===== config.mk =====
export PLATFORM = sky130hd
export DESIGN_NAME = branch_flag_unit
export DESIGN_NICKNAME = d
export VERILOG_FILES = /design/src/rtl/kgp_branch_pkg.sv /design/src/rtl/wb_skid_buffer.sv /design/src/rtl/branch_flag_unit.sv
export SDC_FILE = /design/constraint.sdc
export NUM_CORES = 1
export LEC_CHECK = 0
export ABC_CLOCK_PERIOD_IN_PS = 5500
export BUFFER_PORTS_ARGS = -buffer_cell sky130_fd_sc_hd__buf_2
export CAP_MARGIN = 15
export CELL_PAD_IN_SITES_DETAIL_PLACEMENT = 1
export CELL_PAD_IN_SITES_GLOBAL_PLACEMENT = 1
export CORE_MARGIN = 4
export CORE_UTILIZATION = 42
export DETAILED_ROUTE_END_ITERATION = 8
export GPL_ROUTABILITY_DRIVEN = 1
export PLACE_DENSITY = 0.94
export SLEW_MARGIN = 40
export SYNTH_ARGS = -nofsm -noshare
export SYNTH_HDL_FRONTEND = slang
export SYNTH_HIERARCHICAL = 1
export SYNTH_SLANG_ARGS = --single-unit

===== constraint.sdc =====
create_clock -name clk -period 5.5 [get_ports clk]
set_input_delay 0.55 -clock clk [delete_from_list [all_inputs] [get_ports clk]]
set_output_delay 0.55 -clock clk [all_outputs]
set_load 0.02 [all_outputs]

===== src/rtl/kgp_branch_pkg.sv =====
// Shared definitions for the KGP-RISC branch/flag stage: branch codes, flag bit
// positions, the link register and the squash FSM state type.
package kgp_branch_pkg;

  typedef enum logic [3:0] {
    BT_NONE = 4'd0,
    BT_B    = 4'd1,
    BT_BR   = 4'd2,
    BT_BL   = 4'd3,
    BT_BLTZ = 4'd4,
    BT_BZ   = 4'd5,
    BT_BNZ  = 4'd6,
    BT_BCY  = 4'd7,
    BT_BNCY = 4'd8
  } br_type_t;

  localparam int FLAG_CARRY = 2;
  localparam int FLAG_NEG   = 1;
  localparam int FLAG_ZERO  = 0;

  localparam logic [4:0] LINK_REG = 5'd31;

  typedef enum logic {
    ST_RUN    = 1'b0,
    ST_SQUASH = 1'b1
  } bfu_state_t;

  // Codes above BT_NBCY are unassigned and behave as ordinary ALU results.
  function automatic logic is_branch(input logic [3:0] t);
    return (t >= 4'd1) && (t <= 4'd8);
  endfunction

endpackage


===== src/rtl/wb_skid_buffer.sv =====
// Two-entry valid/ready FIFO feeding writeback. The head register drives the
// outputs directly, so they hold their last value once the buffer drains.
module wb_skid_buffer #(
  parameter int XLEN = 32
) (
  input  logic            clk,
  input  logic            rst,
  input  logic            push,
  input  logic [XLEN-1:0] push_data,
  input  logic [4:0]      push_rd,
  input  logic            push_we,
  output logic            can_push,
  input  logic            pop_ready,
  output logic            head_valid,
  output logic [XLEN-1:0] head_data,
  output logic [4:0]      head_rd,
  output logic            head_we
);

  logic [1:0]      count;
  logic [XLEN-1:0] tail_data;
  logic [4:0]      tail_rd;
  logic            tail_we;
  logic            do_push;
  logic            do_pop;

  assign can_push   = (count != 2'd2);
  assign head_valid = (count != 2'd0);
  assign do_push    = push && can_push;
  assign do_pop     = head_valid && pop_ready;

  always_ff @(posedge clk) begin
    if (rst) begin
      count     <= 2'd0;
      head_data <= '0;
      head_rd   <= '0;
      head_we   <= 1'b0;
    end else if (do_push && do_pop) begin
      // Only reachable at count 1: the new entry replaces the departing head.
      head_data <= push_data;
      head_rd   <= push_rd;
      head_we   <= push_we;
    end else if (do_push) begin
      if (count == 2'd0) begin
        head_data <= push_data;
        head_rd   <= push_rd;
        head_we   <= push_we;
      end
      count <= count + 2'd1;
    end else if (do_pop) begin
      if (count == 2'd2) begin
        head_data <= tail_data;
        head_rd   <= tail_rd;
        head_we   <= tail_we;
      end
      count <= count - 2'd1;
    end
  end

  always_ff @(posedge clk) begin
    if (do_push && !do_pop && (count == 2'd1)) begin
      tail_data <= push_data;
      tail_rd   <= push_rd;
      tail_we   <= push_we;
    end
  end

endmodule


===== src/rtl/branch_flag_unit.sv =====
// Branch resolution, carry flag and wrong-path squash stage after the ALU.
// Defining BRANCH_STATS_EN adds the stat_branches/stat_taken counter ports.
module branch_flag_unit
  import kgp_branch_pkg::*;
#(
  parameter int XLEN         = 32,
  parameter int SQUASH_DEPTH = 1
) (
  input  logic            clk,
  input  logic            rst,
  input  logic            in_valid,
  output logic            in_ready,
  input  logic [XLEN-1:0] alu_out,
  input  logic [2:0]      alu_flags,
  input  logic [XLEN-1:0] pc,
  input  logic [XLEN-1:0] br_target,
  input  logic [3:0]      br_type,
  input  logic            flag_we,
  input  logic [4:0]      rd,
  input  logic            reg_we,
  output logic            wb_valid,
  input  logic            wb_ready,
  output logic [XLEN-1:0] wb_data,
  output logic [4:0]      wb_rd,
  output logic            wb_we,
  output logic            redirect,
  output logic [XLEN-1:0] redirect_pc,
  output logic            carry_q
`ifdef BRANCH_STATS_EN
  ,
  output logic [31:0]     stat_branches,
  output logic [31:0]     stat_taken
`endif
);

  bfu_state_t      state, state_d;
  logic [1:0]      sq_cnt, sq_cnt_d;
  logic            fire;
  logic            run_fire;
  logic            taken;
  logic [XLEN-1:0] target;
  logic            is_bl;
  logic            push;
  logic [XLEN-1:0] push_data;
  logic [4:0]      push_rd;

  assign fire     = in_valid && in_ready;
  assign run_fire = fire && (state == ST_RUN);
  assign is_bl    = (br_type == BT_BL);

  // Condition codes see carry_q before this transfer's own flag write.
  always_comb begin
    taken  = 1'b0;
    target = br_target;
    case (br_type_t'(br_type))
      BT_B, BT_BL: taken = 1'b1;
      BT_BR: begin
        taken  = 1'b1;
        target = alu_out;
      end
      BT_BLTZ: taken = alu_flags[FLAG_NEG];
      BT_BZ:   taken = alu_flags[FLAG_ZERO];
      BT_BNZ:  taken = !alu_flags[FLAG_ZERO];
      BT_BCY:  taken = carry_q;
      BT_BNCY: taken = !carry_q;
      default: taken = 1'b0;
    endcase
  end

  assign push      = run_fire && (is_bl || (!is_branch(br_type) && reg_we));
  assign push_data = is_bl ? (pc + XLEN'(4)) : alu_out;
  assign push_rd   = is_bl ? LINK_REG : rd;

  always_comb begin
    state_d  = state;
    sq_cnt_d = sq_cnt;
    case (state)
      ST_RUN: begin
        if (run_fire && taken && (SQUASH_DEPTH != 0)) begin
          state_d  = ST_SQUASH;
          sq_cnt_d = 2'(SQUASH_DEPTH);
        end
      end
      ST_SQUASH: begin
        if (fire) begin
          sq_cnt_d = sq_cnt - 2'd1;
          if (sq_cnt == 2'd1) state_d = ST_RUN;
        end
      end
      default: state_d = ST_RUN;
    endcase
  end

  always_ff @(posedge clk) begin
    if (rst) begin
      state  <= ST_RUN;
      sq_cnt <= 2'd0;
    end else begin
      state  <= state_d;
      sq_cnt <= sq_cnt_d;
    end
  end

  always_ff @(posedge clk) begin
    if (rst) begin
      redirect    <= 1'b0;
      redirect_pc <= '0;
      carry_q     <= 1'b0;
    end else begin
      redirect <= run_fire && taken;
      if (run_fire && taken) redirect_pc <= target;
      if (run_fire && flag_we) carry_q <= alu_flags[FLAG_CARRY];
    end
  end

`ifdef BRANCH_STATS_EN
  always_ff @(posedge clk) begin
    if (rst) begin
      stat_branches <= 32'd0;
      stat_taken    <= 32'd0;
    end else if (run_fire && is_branch(br_type)) begin
      stat_branches <= stat_branches + 32'd1;
      if (taken) stat_taken <= stat_taken + 32'd1;
    end
  end
`endif

  wb_skid_buffer #(
    .XLEN(XLEN)
  ) u_skid (
    .clk       (clk),
    .rst       (rst),
    .push      (push),
    .push_data (push_data),
    .push_rd   (push_rd),
    .push_we   (1'b1),
    .can_push  (in_ready),
    .pop_ready (wb_ready),
    .head_valid(wb_valid),
    .head_data (wb_data),
    .head_rd   (wb_rd),
    .head_we   (wb_we)
  );

endmodule


==> results of run 1 <==
[flip-flops by register name, indices dropped and copies added, names as in the netlist, 2 cells and up]
register / flops
redirect_pc: 32
u_skid/head_data: 32
sq_cnt: 2
u_skid/tail_rd: 5
u_skid/tail_data: 32
u_skid/head_rd: 5
u_skid/count: 2
[per-layer routing]
layer / vias to the layer above / global-route usage, %
li1: 2422 / -
met1: 2509 / 29.9
met2: 180 / 40.1
met3: 45 / 6.27
met4: 2 / 11.3
met5: - / 0
[worst max-delay path: cells and delay by family, from the launching register on]
kind	cells	cell delay, ns
AOI/OAI and AO/OA	3	0.66
buffers and inverters	5	1.42
and+or+nand+nor	4	0.48
adders and majority gates	2	0.37
DFF	1	0.37
[layout make-up]
type	count	share of cell area, %
Antenna cell	5	0.166
Sequential cell	115	35.7
Multi-Input combinational cell	405	39.5
Inverter	14	0.699
Clock inverter	14	2.18
Clock buffer	18	5.71
Timing Repair Buffer	192	13.0
Tap cell	180	3.00
[cells by family after synthesis]
| family | share of synthesized area (%) |
|---|---|
| muxes | 12.8 |
| other | 0.0636 |
| and+or+nand+nor | 14.9 |
| DFF | 45.5 |
| xor gates and xnor gates | 4.45 |
| AOI/OAI and AO/OA | 16.3 |
| buffers and inverters | 4.54 |
| adders and majority gates | 1.48 |
[worst paths after layout]
| path | from | to | slack [ns] |
|---|---|---|---|
| worst min-delay path | rd[2] | u_skid/tail_rd[2]$_DFFE_PP_ | 0.42 |
| worst max register to register | u_skid/count[0]$_SDFFE_PP0P_ | u_skid/head_data[9]$_SDFFE_PP0P_ | 2.02 |
| worst max-delay path | u_skid/count[0]$_SDFFE_PP0P_ | u_skid/head_data[9]$_SDFFE_PP0P_ | 2.02 |
| worst min register to register | u_skid/head_data[27]$_SDFFE_PP0P_ | u_skid/head_data[27]$_SDFFE_PP0P_ | 0.49 |
[stage by stage]
stage,cell area (um^2),hold slack [ns]
2_1_floorplan,5900,0.450
3_3_place_gp,6910,0.463
3_5_place_dp,6910,0.491
4_1_cts,7500,0.408
5_1_grt,7520,0.412
6_report,7520,0.420
[power by group]
group | internal [mW] | switching [mW]
combinational | 0.295 | 0.535
clock | 0.708 | 0.408
sequential | 1.00 | 0.0659
[cells in the final DEF (no fill, tap or decap), drive strengths merged, types with 9 or more instances in the layout]
cell    instances
buf           192
mux2i          71
a211oi         71
nor2          107
clkinv         10
inv            14
nand3           9
edfxtp         38
nand2          13
clkbuf         18
xor2           11
xnor2          19
a21oi          33
dfxtp          77
==> results.md, run 1 <==
* Status: finished, final reports clean
* Critical Path RT at 5.80 ns
* Worst-path cell chain: inv_1 -> ha_1 -> inv_1 -> nand3b_1 -> a21oi_1 -> nand2b_2 -> buf_4 -> inv_1 -> ha_1 -> nor2_1 -> o22ai_4 -> buf_4 -> nor2_1 -> a211oi_1
* R2R depth at 14
* Time the worst path needs with I/O delays and setup at 3.48 ns
* PortBufs at 187
* Vias in the first global route at 5522
* Mapped Cells at 575
* Leakage power at 3.16 nW
* Hold-fix buffers, CTS at 0
* Height of the die at 127 um
* Max_cap viols at 0
* Core ar. at 13800 um^2
* Number of synthesized flops with an enable pin at 38
* CP Launch Type: flip-flop
* Clock slew at reported path FFs at 0.06 ns
* Initial DRC Count at 368
* Final wirelength at 19.6 mm
* Area of the mapped netlist at 5900 um^2
* Crit Path Category: reg2reg
* Via density at 5.47
* Crit-path slowest cell: buf_4
* # nets final at 866
* CP arrival at 3.78 ns
* Clock tree buffer depth at 2
* Max rail drop VDD at 0.000166 V
* Total negative slack at 0 ns
* Fillers at 1565
* CTS tree: built
* Synth cell count leaders: nor2_1, dfxtp_1, mux2i_1
* Grt total ovfl at 0
* GRT Util Overall at 24.3%
* Worst Clk Skew at 0.0152 ns
* Post-synth ARST share at 0%
* DR vias at 5158
* Worst slew margin at 46.8%
* Top Layer Used: met5
* Cell with the most instances after synthesis: nor2_1
* DR WL/cell at 20.8 um
* First-pass GRT wire length at 30.5 mm
* Worst Setup End Kind: flip-flop
* Synth Warn # at 6
* Area grow syn2layout at 27.4%
* Synth Flop Type: dfxtp_1
* Final worst slack at 2.02 ns
* Flops & latches, synth at 115
* GPL Wtd Cong at 0.870
* Final std cells w/o fill at 943
* Drt drc at 0
* Top cells by area, synth: dfxtp_1, edfxtp_1, mux2i_1
* Critical path peak fanout at 76
* Post-synth cell types at 46
* Final ANT Viol Nets at 0
* Max Fclk at 288 MHz
* Met3 wire len at 1.08 mm
* FP Rows at 43
* Die area at 16000 um^2
* Yosys top cell by area: dfxtp_1
* H-tree depth at 4
* Initial Util at 42.7%
* Pre-CTS setup slack at 2.06 ns
* Sinks on Clock Net at 115
* Crit path largest cell delay at 0.64 ns
* Met2 wire len at 9.71 mm
* Initial antenna violation count at 4
* Hold path depth at 2
* Placed Instances at 906
* Hpwl dp at 13.6 mm
* Sequential Area at 2680 um^2
* Worst Hold Class: in2reg
* Area of the multi-input gates at 2970 um^2
* Total Power at 3.02 mW
* Largest net degree at the start of global routing at 78
* Layout cells sized above 1 at 35.8%
* RSZ-0062 raised after global routing: no
* Syn Area/Cell at 10.3 um^2
* PD cells at 401 nW/um^2
* Post_cts resized at 0
* Postcts setup bufs at 0
* Post-synth top area share at 26.1%
* # IOs at 188
* CTS buffer count at 17
* Final hold vios at 0
* Core Util, Final at 54.4%
* Clk root buf: clkbuf_16
* CP most frequent cell: inv_1
* Period utilisation layout at 63.2%
* Die width at 127 um
* Latest clock arrival within the worst-skew pair at 0.42 ns
* Setup-failing EPs final at 0
* Sequential share of the synthesized area at 45.5%
* TritonRoute pass-1 iters at 4
* Pins Over Slew Limit at 0
* M1 WL at 8.09 mm
* Least-Margin Pin Slew at 0.798 ns
No activity file was read; power rests on OpenSTA's default activity.
==> inputs of run 2 (changes only) <==
- ABC_AREA: default -> 1
- ABC_CLOCK_PERIOD_IN_PS: 5500 -> 3600
- CORE_UTILIZATION: 42 -> 36
- PLACE_DENSITY: 0.94 -> 0.89
- clock period: 5.5 -> 3.6 ns (I/O delays scaled with it)
==> results.md, run 2 <==
* CP Launch Type: flip-flop
* TritonRoute pass-1 iters at 5 (+1)
* H-tree depth at 4 (unchanged)
* Latest clock arrival within the worst-skew pair at 0.42 ns (about the same)
* Clk root buf: clkbuf_16
* Worst Clk Skew at 0.00595 ns (-0.00921 ns)
* Hpwl dp at 18.6 mm (+36%)
* Syn Area/Cell at 6.52 um^2 (-37%)
* Drt drc at 0 (unchanged)
* Sequential share of the synthesized area at 41.2% (-4.2 points)
* Height of the die at 142 um (+13%)
* Worst slew margin at 49.6% (+2.8 points)
* R2R depth at 14 (unchanged)
* GPL Wtd Cong at 0.900 (+3.4%)
* RSZ-0062 raised after global routing: no
* Hold endpoint: carry_q$_SDFFE_PP0P_
* R2R Path Start: u_skid/count[0]$_SDFFE_PP0P_
* Most frequent cells in the layout: nand2_1, buf_2, nor2_1
* Total negative slack at 0 ns (unchanged)
* Post_cts resized at 0 (unchanged)
* Worst Setup End Kind: flip-flop
* Largest net degree at the start of global routing at 59 (-24%)
* PD cells at 575 nW/um^2 (+43%)
* Largest regs: redirect_pc (32), u_skid/head_data (32), u_skid/tail_data (32)
* Mapped Cells at 999 (+74%)
* First-pass GRT wire length at 38.5 mm (+26%)
* CTS buffer count at 17 (unchanged)
* Worst Hold Class: in2reg
* Top cells by area, synth: dfxtp_1, nand2_1, edfxtp_1
* Pins Over Slew Limit at 0 (unchanged)
* Initial Util at 37.1% (-5.6 points)
* Clock power share at 35.3% (-1.7 points)
* Reg-to-reg critical path endpoint: u_skid/head_data[17]$_SDFFE_PP0P_
* Post-synth top area share at 23.7% (-2.4 points)
* Antenna cells at 0 (-5)
* Crit Path Category: reg2reg
* Net Sw Power at 1.67 mW (+65%)
* Final worst slack at 0.608 ns (-1.42 ns)
* # IOs at 188 (unchanged)
* Die area at 20300 um^2 (+27%)
* Synth cell count leaders: nand2_1, nor2_1, inv_1
* Yosys top cell by area: dfxtp_1
* Postcts setup bufs at 0 (unchanged)
* Grt total ovfl at 0 (unchanged)
* Area grow syn2layout at 25.5%
* Least-Margin Pin Slew at 0.748 ns (-0.0500 ns)
* Initial DRC Count at 417 (+13%)
* GRT Util Overall at 24.4% (+0.12 points)
* Status: finished, final reports clean
* Synth Warn # at 6 (unchanged)
* Max_cap viols at 0 (unchanged)
* Number of synthesized flops with an enable pin at 38 (unchanged)
* Flops & latches, synth at 115 (unchanged)
* Hold path depth at 3 (+1)
* Reg2Reg Setup Slack at 0.61 ns (-1.42 ns)
* Final wirelength at 24.8 mm (+27%)
* Time the worst path needs with I/O delays and setup at 2.99 ns (-0.484 ns)
* Leakage power at 4.29 nW (+36%)
* Setup-failing EPs final at 0 (unchanged)
* Post-synth ARST share at 0% (unchanged)
* Post-synth cell types at 33 (-28%)
* CP arrival at 3.30 ns (-0.48 ns)
* Internal cell power at 3.03 mW (+51%)
* Share of power burned in registers at 34.8% (-0.7 points)
* Clock slew at reported path FFs at 0.06 ns (about the same)
* Critical path peak fanout at 26 (-66%)
* Clock tree buffer depth at 2 (unchanged)
* Vias in the first global route at 7185 (+30%)
* Hold-fix buffers, CTS at 0 (unchanged)
* Final hold vios at 0 (unchanged)
* Period utilisation layout at 83.1% (+20 points)
* HP Start: alu_flags[2]
* Initial antenna violation count at 0 (-4)
* Final ANT Viol Nets at 0 (unchanged)
* Critical Path RT at 3.91 ns (-1.89 ns)
* Sinks on Clock Net at 115 (unchanged)
* DR vias at 7066 (+37%)
* Via density at 5.02 (-8.3%)
* Area of the mapped netlist at 6510 um^2 (+10%)
* Cell with the most instances after synthesis: nand2_1
* Die width at 142 um (+13%)
* Max Fclk at 334 MHz (+16%)
* Logic gate share of total power at 29.9% (+2.4 points)
* Synth Flop Type: dfxtp_1
* # nets final at 1291 (+49%)
* Layout cells sized above 1 at 21.0% (-15 points)
* DR WL/cell at 17.6 um (-15%)
* Net Sw Frac at 35.5% (+2.0 points)
* PortBufs at 187 (unchanged)
* FP Rows at 48 (+12%)
* Max rail drop VDD at 0.000313 V (+89%)
* Core ar. at 17500 um^2 (+27%)
* Most common library cell in the layout ignoring fill and taps: nand2_1
* Pre-CTS setup slack at 0.743 ns (-1.32 ns)
* CTS tree: built
run 2: worst max-delay path by stage:
stage | from | end | slack [ns]
2_1_floorplan | u_skid/count[0]$_SDFFE_PP0P_ | u_skid/tail_data[0]$_DFFE_PP_ | 0.48
3_3_place_gp | br_type[3] | u_skid/head_data[18]$_SDFFE_PP0P_ | 0.83
3_5_place_dp | br_type[3] | u_skid/head_data[13]$_SDFFE_PP0P_ | 0.74
4_1_cts | u_skid/count[0]$_SDFFE_PP0P_ | u_skid/head_data[17]$_SDFFE_PP0P_ | 0.62
5_1_grt | u_skid/count[0]$_SDFFE_PP0P_ | u_skid/head_data[17]$_SDFFE_PP0P_ | 0.33
6_report | u_skid/count[0]$_SDFFE_PP0P_ | u_skid/head_data[17]$_SDFFE_PP0P_ | 0.61
run 2: critical path, stage by stage, from the launching register on:
cell and delay (ns):
dfxtp_1 0.38, inv_1 0.08, ha_1 0.26, inv_1 0.19, nand2_1 0.10, nor3_1 0.30, inv_2 0.08, nor2_4 0.21
ha_1 0.22, nor2_1 0.05, nand2_1 0.08, nand2_1 0.29, buf_4 0.36, nor2_1 0.20, nor2_1 0.07
run 2: cell type report:
| class | instances | area, um^2 |
|---|---|---|
| Multi-Input combinational cell | 723 | 3160 |
| Timing Repair Buffer | 197 | 1020 |
| Tap cell | 225 | 282 |
| Fill cell | 2428 | 9370 |
| Inverter | 116 | 435 |
| Clock buffer | 23 | 509 |
| Clock inverter | 9 | 72.6 |
| Sequential cell | 115 | 2680 |
run 2: power by group through the flow:
stage | logic (mW) | clock network, mW | registers (mW)
after floorplan | 0.723 | 0 | 1.83
after global placement | 1.33 | 0 | 1.65
after detailed placement | 1.38 | 0 | 1.66
after CTS | 1.41 | 1.67 | 1.64
after global routing | 1.56 | 1.74 | 1.66
final | 1.40 | 1.66 | 1.64
run 2: routing by layer:
layer	vias to the layer above	GRT usage [%]	wire, um
li1	3431	-	-
met1	3357	30.0	10500
met2	223	41.5	12100
met3	55	5.78	1380
met4	0	9.40	873
met5	-	0	0
run 2: logic make-up after synthesis:
kind of cell / after synthesis / synth area share [%]
DFF: 115 / 41.2
xor gates and xnor gates: 12 / 1.61
adders and majority gates: 7 / 1.35
buffers and inverters: 162 / 10.5
and+or+nand+nor: 605 / 37.7
AOI/OAI and AO/OA: 97 / 7.61
other: 1 / 0.0576
run 2: per-stage QoR:
stage / util (%) / hold WS (ns) / total power, mW / instance area [um^2] / instances
2_1_floorplan: - / 0.429 / 2.56 / 6510 / 1000
3_3_place_gp: 43.2 / 0.456 / 2.98 / 7580 / 1376
3_5_place_dp: 43.2 / 0.468 / 3.04 / 7580 / 1376
4_1_cts: 46.6 / 0.212 / 4.72 / 8170 / 1408
5_1_grt: 46.6 / 0.220 / 4.95 / 8170 / 1408
6_report: 46.6 / 0.222 / 4.70 / 8170 / 1408
==> inputs of run 3 (changes only) <==
- ABC_CLOCK_PERIOD_IN_PS: 3600 -> 2500
- CORE_UTILIZATION: 36 -> 33
- PLACE_DENSITY: 0.89 -> 0.86
- clock period: 3.6 -> 2.5 ns (I/O delays scaled with it)
==> results.md, run 3 (same netlist as run 2, synthesis figures left out) <==
* Area grow syn2layout at 28.4%
* Die width at 148 um (+4.2%)
* Clock tree buffer depth at 2 (unchanged)
* Max Fclk at 431 MHz (+29%)
* M3 GR Usage at 5.27% (-0.51 points)
* PortBufs at 187 (unchanged)
* Grt met1 use at 26.3% (-3.8 points)
* CTS buffer count at 17 (unchanged)
* Core ar. at 19500 um^2 (+11%)
* Cell area after placement at 7770 um^2 (+2.5%)
* CTS tree: built
* DR WL/cell at 16.8 um (-4.5%)
* Layout cells sized above 1 at 21.4% (+0.48 points)
* Postcts setup bufs at 0 (unchanged)
* Placed Instances at 1427 (+3.7%)
* Final wirelength at 24.6 mm (-0.79%)
* RSZ-0062 raised after global routing: no
* Critical Path RT at 2.62 ns (-1.29 ns)
* Leakage power at 4.33 nW (+1.1%)
* R2R depth at 11 (-3)
* Reg2Reg Setup Slack at 0.18 ns (-0.43 ns)
* CP Launch Type: flip-flop
* Hold path depth at 3 (unchanged)
* First-pass GRT wire length at 38.5 mm (-0.11%)
* Worst slew margin at 48.7% (-0.88 points)
* Most common library cell in the layout ignoring fill and taps: nand2_1
* Worst Clk Skew at 0.00795 ns (+0.00200 ns)
* H-tree depth at 4 (unchanged)
* Initial Util at 33.4% (-3.7 points)
* Final ANT Viol Nets at 0 (unchanged)
* Initial DRC Count at 404 (-3.1%)
* Final hold vios at 0 (unchanged)
* HP Start: flag_we
* Most frequent cells in the layout: nand2_1, buf_2, nor2_1
* Period utilisation layout at 92.9% (+9.8 points)
* Critical path peak fanout at 7 (-73%)
* Status: finished, final reports clean
* Worst-path cell chain: inv_1 -> ha_1 -> inv_2 -> nand2_1 -> nor3_2 -> inv_2 -> nor2_4 -> ha_1 -> nand2_1 -> clkinvlp_4 -> buf_4
* Grt met2 use at 39.3% (-2.2 points)
* FP Rows at 51 (+6.3%)
* Clk root buf: clkbuf_16
* Setup-failing EPs final at 0 (unchanged)
* Height of the die at 148 um (+4.2%)
* GRT Util Overall at 22.4% (-2.0 points)
* Hold endpoint: carry_q$_SDFFE_PP0P_
* Time the worst path needs with I/O delays and setup at 2.32 ns (-0.670 ns)
* Initial antenna violation count at 3 (+3)
* Final Cell Area at 8360 um^2 (+2.3%)
* Worst Hold Class: in2reg
* Total negative slack at 0 ns (unchanged)
* Latest clock arrival within the worst-skew pair at 0.42 ns (about the same)
* R2R Path Start: u_skid/count[0]$_SDFFE_PP0P_
* Clock slew at reported path FFs at 0.05 ns (about the same)
* Crit path largest cell delay at 0.37 ns (about the same)
* Die area at 22000 um^2 (+8.6%)
* DR vias at 7028 (-0.54%)
* Core Util, Final at 42.9% (-3.6 points)
* Grt total ovfl at 0 (unchanged)
* GPL Wtd Cong at 0.919 (+2.1%)
* TritonRoute pass-1 iters at 5 (unchanged)
* Delay-heaviest family, CP: buffers and inverters
* Crit-path slowest cell: dfxtp_1
* Most used routing layer: met2
* Crit Path Category: reg2reg
* Reg-to-reg critical path endpoint: u_skid/tail_rd[1]$_DFFE_PP_
* Max_cap viols at 0 (unchanged)
* Max rail drop VDD at 0.000431 V (+38%)
* Via density at 4.80 (-4.3%)
* Vias in the first global route at 7330 (+2.0%)
* Drt drc at 0 (unchanged)
* Largest net degree at the start of global routing at 54 (-8.5%)
* Final std cells w/o fill at 1463 (+3.9%)
* Least-Margin Pin Slew at 0.761 ns (+0.0130 ns)
* PD cells at 806 nW/um^2 (+40%)
* Largest regs: redirect_pc (32), u_skid/head_data (32), u_skid/tail_data (32)
* Worst Path Buf+Inv at 5 (+1)
* Worst Setup End Kind: flip-flop
* Hpwl dp at 19.3 mm (+4.0%)
* # nets final at 1302 (+0.85%)
* CP arrival at 2.45 ns (-0.85 ns)
* Pins Over Slew Limit at 0 (unchanged)
* # IOs at 188 (unchanged)
* Sinks on Clock Net at 115 (unchanged)
run 3: cell type report:
class                           count  area (um^2)
Clock buffer                       26          532
Antenna cell                        4         10.0
Sequential cell                   115         2680
Multi-Input combinational cell    723         3160
Timing Repair Buffer              208         1160
Tap cell                          265          332
Inverter                          116          439
Fill cell                        2605        11100
Clock inverter                      6         40.0
run 3: what timing repair did:
item | 4_1_cts | 5_1_grt
hold buffers | 0 | 0
hold endpoints to repair | 0 | 0
gates resized for setup | 0 | 1
endpoints found under the setup margin | 0 | 10
run 3: worst max-delay path by stage:
stage,start,to,slack [ns],depth (start not counted)
2_1_floorplan,u_skid/count[0]$_SDFFE_PP0P_,u_skid/tail_data[0]$_DFFE_PP_,0.02,11
3_3_place_gp,br_type[3],u_skid/tail_rd[1]$_DFFE_PP_,0.26,13
3_5_place_dp,br_type[2],u_skid/head_data[28]$_SDFFE_PP0P_,0.18,17
4_1_cts,u_skid/count[0]$_SDFFE_PP0P_,u_skid/head_data[28]$_SDFFE_PP0P_,0.15,15
5_1_grt,u_skid/count[0]$_SDFFE_PP0P_,u_skid/head_data[28]$_SDFFE_PP0P_,0.007,15
6_report,u_skid/count[0]$_SDFFE_PP0P_,u_skid/tail_rd[1]$_DFFE_PP_,0.18,11
run 3: where the power goes:
group	internal (mW)	switching [mW]	total [mW]
Sequential	2.21	0.151	2.36
Clock	1.46	0.856	2.32
Combinational	0.680	1.38	2.06
Total	4.35	2.39	6.74
run 3: layer usage:
layer / vias to the layer above / wire [um]
li1: 3460 / -
met2: 191 / 12200
met3: 50 / 1130
met1: 3327 / 10400
met5: - / 0
met4: 0 / 818
run 3: stage by stage:
stage	hold slack (ns)	total power [mW]	setup WS [ns]
5_1_grt	0.0909	7.13	0.00652
2_1_floorplan	0.319	3.69	0.0235
3_5_place_dp	0.468	4.44	0.181
3_3_place_gp	0.457	4.34	0.264
6_report	0.107	6.74	0.179
4_1_cts	0.0893	6.78	0.152
run 3: worst register-to-register path: cells and delay by family, from the launching register on:
family        cells  cell delay (ns)
buf+inv           5             0.70
simple gates      4             0.51
fa+ha+maj         2             0.42
flops             1             0.37
